File: src/rtl/aes_pkg.sv
// ---------------------------------------------------------------------------
// aes_pkg
// Shared types and constants for the AES-128 round sequencer.
//   ctrl_state_t   : sequencer states (IDLE, EXPAND, INIT, ROUND, DONE)
//   AES_NR         : number of AES-128 rounds
//   ROUND_W        : width of the round-key index
//   WD_W           : width of the key-expansion watchdog
//   ctrl_out_t     : bundle of the single-bit Moore strobes
//   decode_outputs : maps a state to its strobe pattern
// ---------------------------------------------------------------------------
package aes_pkg;

  localparam int AES_NR          = 10;
  localparam int ROUND_W         = 4;
  localparam int WD_W            = 6;
  localparam int AES_EXP_TIMEOUT = 63;

  typedef logic [ROUND_W-1:0] round_idx_t;
  typedef logic [WD_W-1:0]    wd_t;

  typedef enum logic [2:0] {
    IDLE,
    EXPAND,
    INIT,
    ROUND,
    DONE
  } ctrl_state_t;

  typedef struct packed {
    logic expand_load;
    logic sel_init;
    logic en_state;
    logic last_round;
    logic busy;
    logic done;
  } ctrl_out_t;

  // Strobe pattern for the state the sequencer is about to enter.
  // first_expand marks the cycle in which EXPAND is being entered, so the
  // key-expansion start pulse lasts exactly one cycle. at_last tells whether
  // the round index being loaded is the final round.
  function automatic ctrl_out_t decode_outputs(input ctrl_state_t s,
                                               input logic        first_expand,
                                               input logic        at_last);
    ctrl_out_t o;
    o             = '0;
    o.expand_load = (s == EXPAND) && first_expand;
    o.sel_init    = (s == INIT);
    o.en_state    = (s == INIT) || (s == ROUND);
    o.last_round  = (s == ROUND) && at_last;
    o.busy        = (s == EXPAND) || (s == INIT) || (s == ROUND);
    o.done        = (s == DONE);
    return o;
  endfunction

endpackage

File: src/rtl/aes_round_ctrl_edge_detect.sv
// ---------------------------------------------------------------------------
// edge_detect
// Rising-edge detector for the host load request, with an arming bit so a
// level already high when reset is released cannot start an operation.
//   int_osc : system clock
//   reset   : asynchronous, active-low reset
//   sig     : level input to watch
//   rise    : high in a cycle where sig is high, was low last cycle, and has
//             been seen low at least once since reset
// ---------------------------------------------------------------------------
module edge_detect (
  input  logic int_osc,
  input  logic reset,
  input  logic sig,
  output logic rise
);

  logic sig_q;
  logic armed;

  // Delay the input by one cycle for edge detection. The armed bit latches
  // the first low sample after reset; until then a high input is never
  // treated as an edge, because sig_q resets to 0 and would otherwise make a
  // held-high level look like a fresh 0->1 transition.
  always_ff @(posedge int_osc or negedge reset) begin
    if (!reset) begin
      sig_q <= 1'b0;
      armed <= 1'b0;
    end else begin
      sig_q <= sig;
      if (!sig) begin
        armed <= 1'b1;
      end
    end
  end

  assign rise = sig & ~sig_q & armed;

endmodule

File: src/rtl/aes_round_ctrl.sv
// ---------------------------------------------------------------------------
// aes_round_ctrl
// Sequencer for the AES-128 encryption core. A load edge starts the
// key-expansion unit; once it reports completion the round index steps
// 0..NR while the datapath strobes are driven, then done is raised and held.
//   int_osc     in  system clock (rising edge)
//   reset       in  asynchronous, active-low reset
//   load        in  host start request (level; rising edge starts)
//   expand_done in  key-expansion complete pulse
//   expand_load out one-cycle start pulse to key expansion
//   round       out round-key index (key-expansion counter select)
//   sel_init    out datapath loads plaintext XOR round key 0
//   en_state    out datapath state-register enable
//   last_round  out final round, MixColumns bypassed
//   busy        out operation in progress
//   done        out ciphertext valid, held until next accepted start
//   err         out key-expansion timeout, held until next accepted start
// ---------------------------------------------------------------------------
module aes_round_ctrl
  import aes_pkg::*;
#(
  parameter int NR          = AES_NR,
  parameter int EXP_TIMEOUT = AES_EXP_TIMEOUT
) (
  input  logic                int_osc,
  input  logic                reset,
  input  logic                load,
  input  logic                expand_done,
  output logic                expand_load,
  output logic [ROUND_W-1:0]  round,
  output logic                sel_init,
  output logic                en_state,
  output logic                last_round,
  output logic                busy,
  output logic                done,
  output logic                err
);

  localparam round_idx_t NR_IDX   = round_idx_t'(NR);
  localparam wd_t        WD_LIMIT = wd_t'(EXP_TIMEOUT);

  ctrl_state_t state;
  ctrl_state_t state_next;
  round_idx_t  round_next;
  wd_t         wd;
  wd_t         wd_next;
  logic        start;
  logic        accept;
  logic        timeout_hit;
  logic        err_next;
  ctrl_out_t   out_next;

  edge_detect u_load_edge (
    .int_osc (int_osc),
    .reset   (reset),
    .sig     (load),
    .rise    (start)
  );

  // A start is only honoured from IDLE or DONE; while an operation is in
  // flight the edge is simply dropped, with no queuing.
  assign accept = start && ((state == IDLE) || (state == DONE));

  // State register.
  always_ff @(posedge int_osc or negedge reset) begin
    if (!reset) begin
      state <= IDLE;
    end else begin
      state <= state_next;
    end
  end

  // Next-state logic. In EXPAND the completion flag is tested before the
  // watchdog so a completion arriving on the very last allowed cycle still
  // proceeds to INIT rather than aborting.
  always_comb begin
    state_next  = state;
    timeout_hit = 1'b0;
    case (state)
      IDLE: begin
        if (start) begin
          state_next = EXPAND;
        end
      end
      EXPAND: begin
        if (expand_done) begin
          state_next = INIT;
        end else if (wd == WD_LIMIT) begin
          state_next  = IDLE;
          timeout_hit = 1'b1;
        end
      end
      INIT: begin
        state_next = ROUND;
      end
      ROUND: begin
        if (round == NR_IDX) begin
          state_next = DONE;
        end
      end
      DONE: begin
        if (start) begin
          state_next = EXPAND;
        end
      end
      default: begin
        state_next = IDLE;
      end
    endcase
  end

  // Output logic: computes the values every output register will hold in
  // the state being entered, so all strobes and the round index are true
  // registered Moore outputs aligned with the state register.
  // The watchdog restarts at 0 on entry to EXPAND and counts up to the limit
  // while waiting. The round index is 0 in INIT and advances once per ROUND
  // cycle; ROUND exits at NR, so it never passes NR.
  always_comb begin
    wd_next    = wd;
    round_next = round;
    err_next   = err;

    if ((state != EXPAND) && (state_next == EXPAND)) begin
      wd_next = '0;
    end else if ((state == EXPAND) && (wd != WD_LIMIT)) begin
      wd_next = wd + 1'b1;
    end

    if (state_next == INIT) begin
      round_next = '0;
    end else if (state_next == ROUND) begin
      round_next = round + 1'b1;
    end

    if (accept) begin
      err_next = 1'b0;
    end else if (timeout_hit) begin
      err_next = 1'b1;
    end

    out_next = decode_outputs(state_next, state != EXPAND, round_next == NR_IDX);
  end

  // Output and counter registers. Reset clears everything at once, which is
  // what aborts an operation mid-flight without ever raising done.
  always_ff @(posedge int_osc or negedge reset) begin
    if (!reset) begin
      wd          <= '0;
      round       <= '0;
      err         <= 1'b0;
      expand_load <= 1'b0;
      sel_init    <= 1'b0;
      en_state    <= 1'b0;
      last_round  <= 1'b0;
      busy        <= 1'b0;
      done        <= 1'b0;
    end else begin
      wd          <= wd_next;
      round       <= round_next;
      err         <= err_next;
      expand_load <= out_next.expand_load;
      sel_init    <= out_next.sel_init;
      en_state    <= out_next.en_state;
      last_round  <= out_next.last_round;
      busy        <= out_next.busy;
      done        <= out_next.done;
    end
  end

endmodule

File: config.mk
export PLATFORM = sky130hd
export DESIGN_NAME = aes_round_ctrl
export DESIGN_NICKNAME = d
export VERILOG_FILES = /design/src/rtl/aes_pkg.sv /design/src/rtl/aes_round_ctrl_edge_detect.sv /design/src/rtl/aes_round_ctrl.sv
export SDC_FILE = /design/constraint.sdc
export NUM_CORES = 1
export LEC_CHECK = 0
export ABC_AREA = 0
export CAP_MARGIN = 40
export CORE_ASPECT_RATIO = 0.8
export CORE_MARGIN = 2
export CORE_UTILIZATION = 30
export DETAILED_ROUTE_END_ITERATION = 12
export PLACE_DENSITY = 0.53
export SYNTH_ARGS = -nofsm -noshare
export SYNTH_HDL_FRONTEND = slang
export SYNTH_HIERARCHICAL = 1
export SYNTH_SLANG_ARGS = --single-unit
File: constraint.sdc
create_clock -name int_osc -period 1.6 [get_ports int_osc]
set_clock_uncertainty 0.15 [all_clocks]
set_input_delay 0.32 -clock int_osc [delete_from_list [all_inputs] [get_ports int_osc]]
set_output_delay 0.32 -clock int_osc [all_outputs]
set_load 0.1 [all_outputs]
==> impl_metrics.yaml <==
die:
  ioPinCount: 15
  dieHeight_um: 55.1
  dieWidth_um: 67.9
  core_area_mm2: 0.00311
  std_cell_rows: 18
  start_util_pct: 31.5
  dieArea_mm2: 0.00374
clock_network:
  cts_buffers: 3
  cts-hold-fix-buffers: 0
  htreeDepth: 1
  cts_tree: "built"
  cts_buffer_depth: 2
  clock_latency_ns: 0.26
  cts.sinks: 22
  path_clk_slew_ns: 0.08
  clockRootBuffer: "clkbuf_8"
hold_path:
  hold_path.class: "in -> async"
sta:
  finalMaxSlewViolations: 0
  slew-limit-headroom_pct: 81.2
  hold_violations: 0
  rsz0062_at_grt: "false"
  period_needed_ns: 1.54
  fmax_ghz: 0.650
  layout_worst_path_cycle_share_pct: 96.2
  worstMarginPinSlew_ns: 0.282
  setup_viol_count_final: 0
run:
  drv_cap: 0
global_routing:
  grt_usage_pct: 11.6
  grt_max_degree: 23
  overflow: 0
  grt_pass1_wl_um: 3130
  antenna_found_initial: 0
  grt_pass1_vias: 717
drt:
  wl_um: 2020
  first_pass_iters: 4
  avgViaCountPerCell: 4.77
  via_count: 734
  antenna_left: 0
  drt_iter0_drc: 29
  wl_per_cell_um: 13.1
  drc: 0
yosys:
  synth_seq_area_share_pct: 56.3
  synth_fp_nets: 95
  synthArstFlopShare_pct: 100
  synth_edf_count: 0
  syn_area_per_cell_um2: 11.1
  synth-seq-cells: 22
  syn_inst: 88
  ys.flop_type: "dfrtp_1"
  yosysUniqueCellTypes: 32
  synth_warnings: 6
  netlist_area_um2: 978
final_layout:
  final_common_cell: "dfrtp_1"
  final_core_util_pct: 46.5
  final-instance-count-excl-fill: 154
  num_antenna_cells: 0
  drive_above_1_share_pct: 32.5
  final_cell_mix: "18 x dfrtp_1, 11 x buf_12, 8 x nand2_1"
  fin_nets: 122
  area_growth_pct: 47.6
worst_setup_path:
  start_kind: "flop"
  r2r_cells: 5
  arrival_ns: 1.07
  cp_data_required_time_ns: 1.13
  crit_type: "reg -> out"
  cp_max_fo: 4
  end_kind: "primary output"
placed_design:
  gp_congestion: 0.888
  io_buffers: 14
  dp_hpwl_um: 1410
  dp_cells: 148
power:
  p_per_area_mw_per_mm2: 2220
  p_leak_nw: 0.648
  irDropWorstVdd_mv: 0.903
status:
  outcome: "complete, no violations"
==> metal layers <==
| metal | vias to the layer above | global-route usage (%) | wire length (µm) |
|---|---|---|---|
| met5 | - | 0 | 0 |
| met4 | 0 | 6.00 | 27 |
| met3 | 2 | 3.04 | 94 |
| met2 | 20 | 17.2 | 931 |
| met1 | 345 | 15.8 | 967 |
| li1 | 367 | - | - |
==> state kept, by name, summed over array words and instances, names as in the netlist <==
name / flops
state: 3
last_round: 1
u_load_edge/armed: 1
expand_load: 1
en_state: 1
round: 4
busy: 1
wd: 6
done: 1
sel_init: 1
u_load_edge/sig_q: 1
err: 1
==> path summary, 6_finish.rpt <==
kind                                          startpoint                       endpoint  slack [ns]
max                                   round[1]$_DFF_PN0_                       round[1]        0.06
min                                                reset             state[2]$_DFF_PN0_        0.26
max reg2reg                            wd[1]$_DFFE_PN0P_              wd[0]$_DFFE_PN0P_        0.06
min reg2reg                u_load_edge/armed$_DFFE_PN0N_  u_load_edge/armed$_DFFE_PN0N_        0.31
max in group asynchronous                          reset             round[0]$_DFF_PN0_        0.79
min in group int_osc       u_load_edge/armed$_DFFE_PN0N_  u_load_edge/armed$_DFFE_PN0N_        0.31
==> timing repair <==
item	4_1_cts	5_1_grt
buffers inserted	0	1
endpoints found under the hold margin	0	0
resized for setup	0	6
endpoints found under the setup margin	0	8
==> cell usage after synthesis, drive strengths merged, types with 2 or more instances <==
library cell / count / area (µm²)
a31oi: 3 / 18.8
and2b: 2 / 15.0
and3: 2 / 12.5
dfrtp: 22 / 551
ha: 3 / 37.5
inv: 4 / 15.0
mux2i: 2 / 20.0
nand2: 9 / 36.3
nand2b: 2 / 12.5
nand3: 6 / 30.0
nand4: 2 / 12.5
nor2: 4 / 15.0
nor3: 3 / 20.0
nor3b: 2 / 26.3
o21ai: 7 / 35.0
xor2: 2 / 17.5
==> logic make-up (layout without fill, tap and decap cells) <==
kind of cell	Yosys count	count (layout)	share of synthesized area, %
simple gates	39	40	24.6
fa+ha+maj	3	3	3.84
buf+inv	4	29	1.53
mux	2	2	2.05
flops	22	22	56.3
compound gates	16	16	9.98
xor+xnor	2	2	1.79
==> power by group <==
group	total, mW	internal [mW]	switching (mW)
Clock	0.514	0.334	0.180
Combinational	1.68	0.639	1.04
Sequential	1.01	0.766	0.241
Total	3.20	1.74	1.46
==> through the flow <==
step           TNS, ns  instance area, µm²  worst slack, ns  power [mW]  hold slack (ns)
6_report             0                1440           0.0610        3.20            0.255
5_1_grt              0                1440          0.00202        3.35            0.278
4_1_cts              0                1410           0.0508        3.15            0.264
3_5_place_dp   -0.0568                1330          -0.0219        2.63            0.297
3_3_place_gp         0                1330           0.0174        2.61            0.293
2_1_floorplan        0                 988          0.00906        2.00           -0.126
==> worst max-delay path, stage by stage, from the launching register on <==
cell and delay [ns]:
dfrtp_4 0.49, buf_4 0.16, buf_12 0.16
==> area by class of cell <==
cell class / count / area [µm²]
timing repair buffer: 21 / 303
tap: 40 / 50.0
clock buffer: 3 / 41.3
fill: 293 / 1660
multi-input combinational: 63 / 444
sequential: 22 / 561
clock inverter: 1 / 30.0
inverter: 4 / 15.0
(Power assumes the default switching activity.)
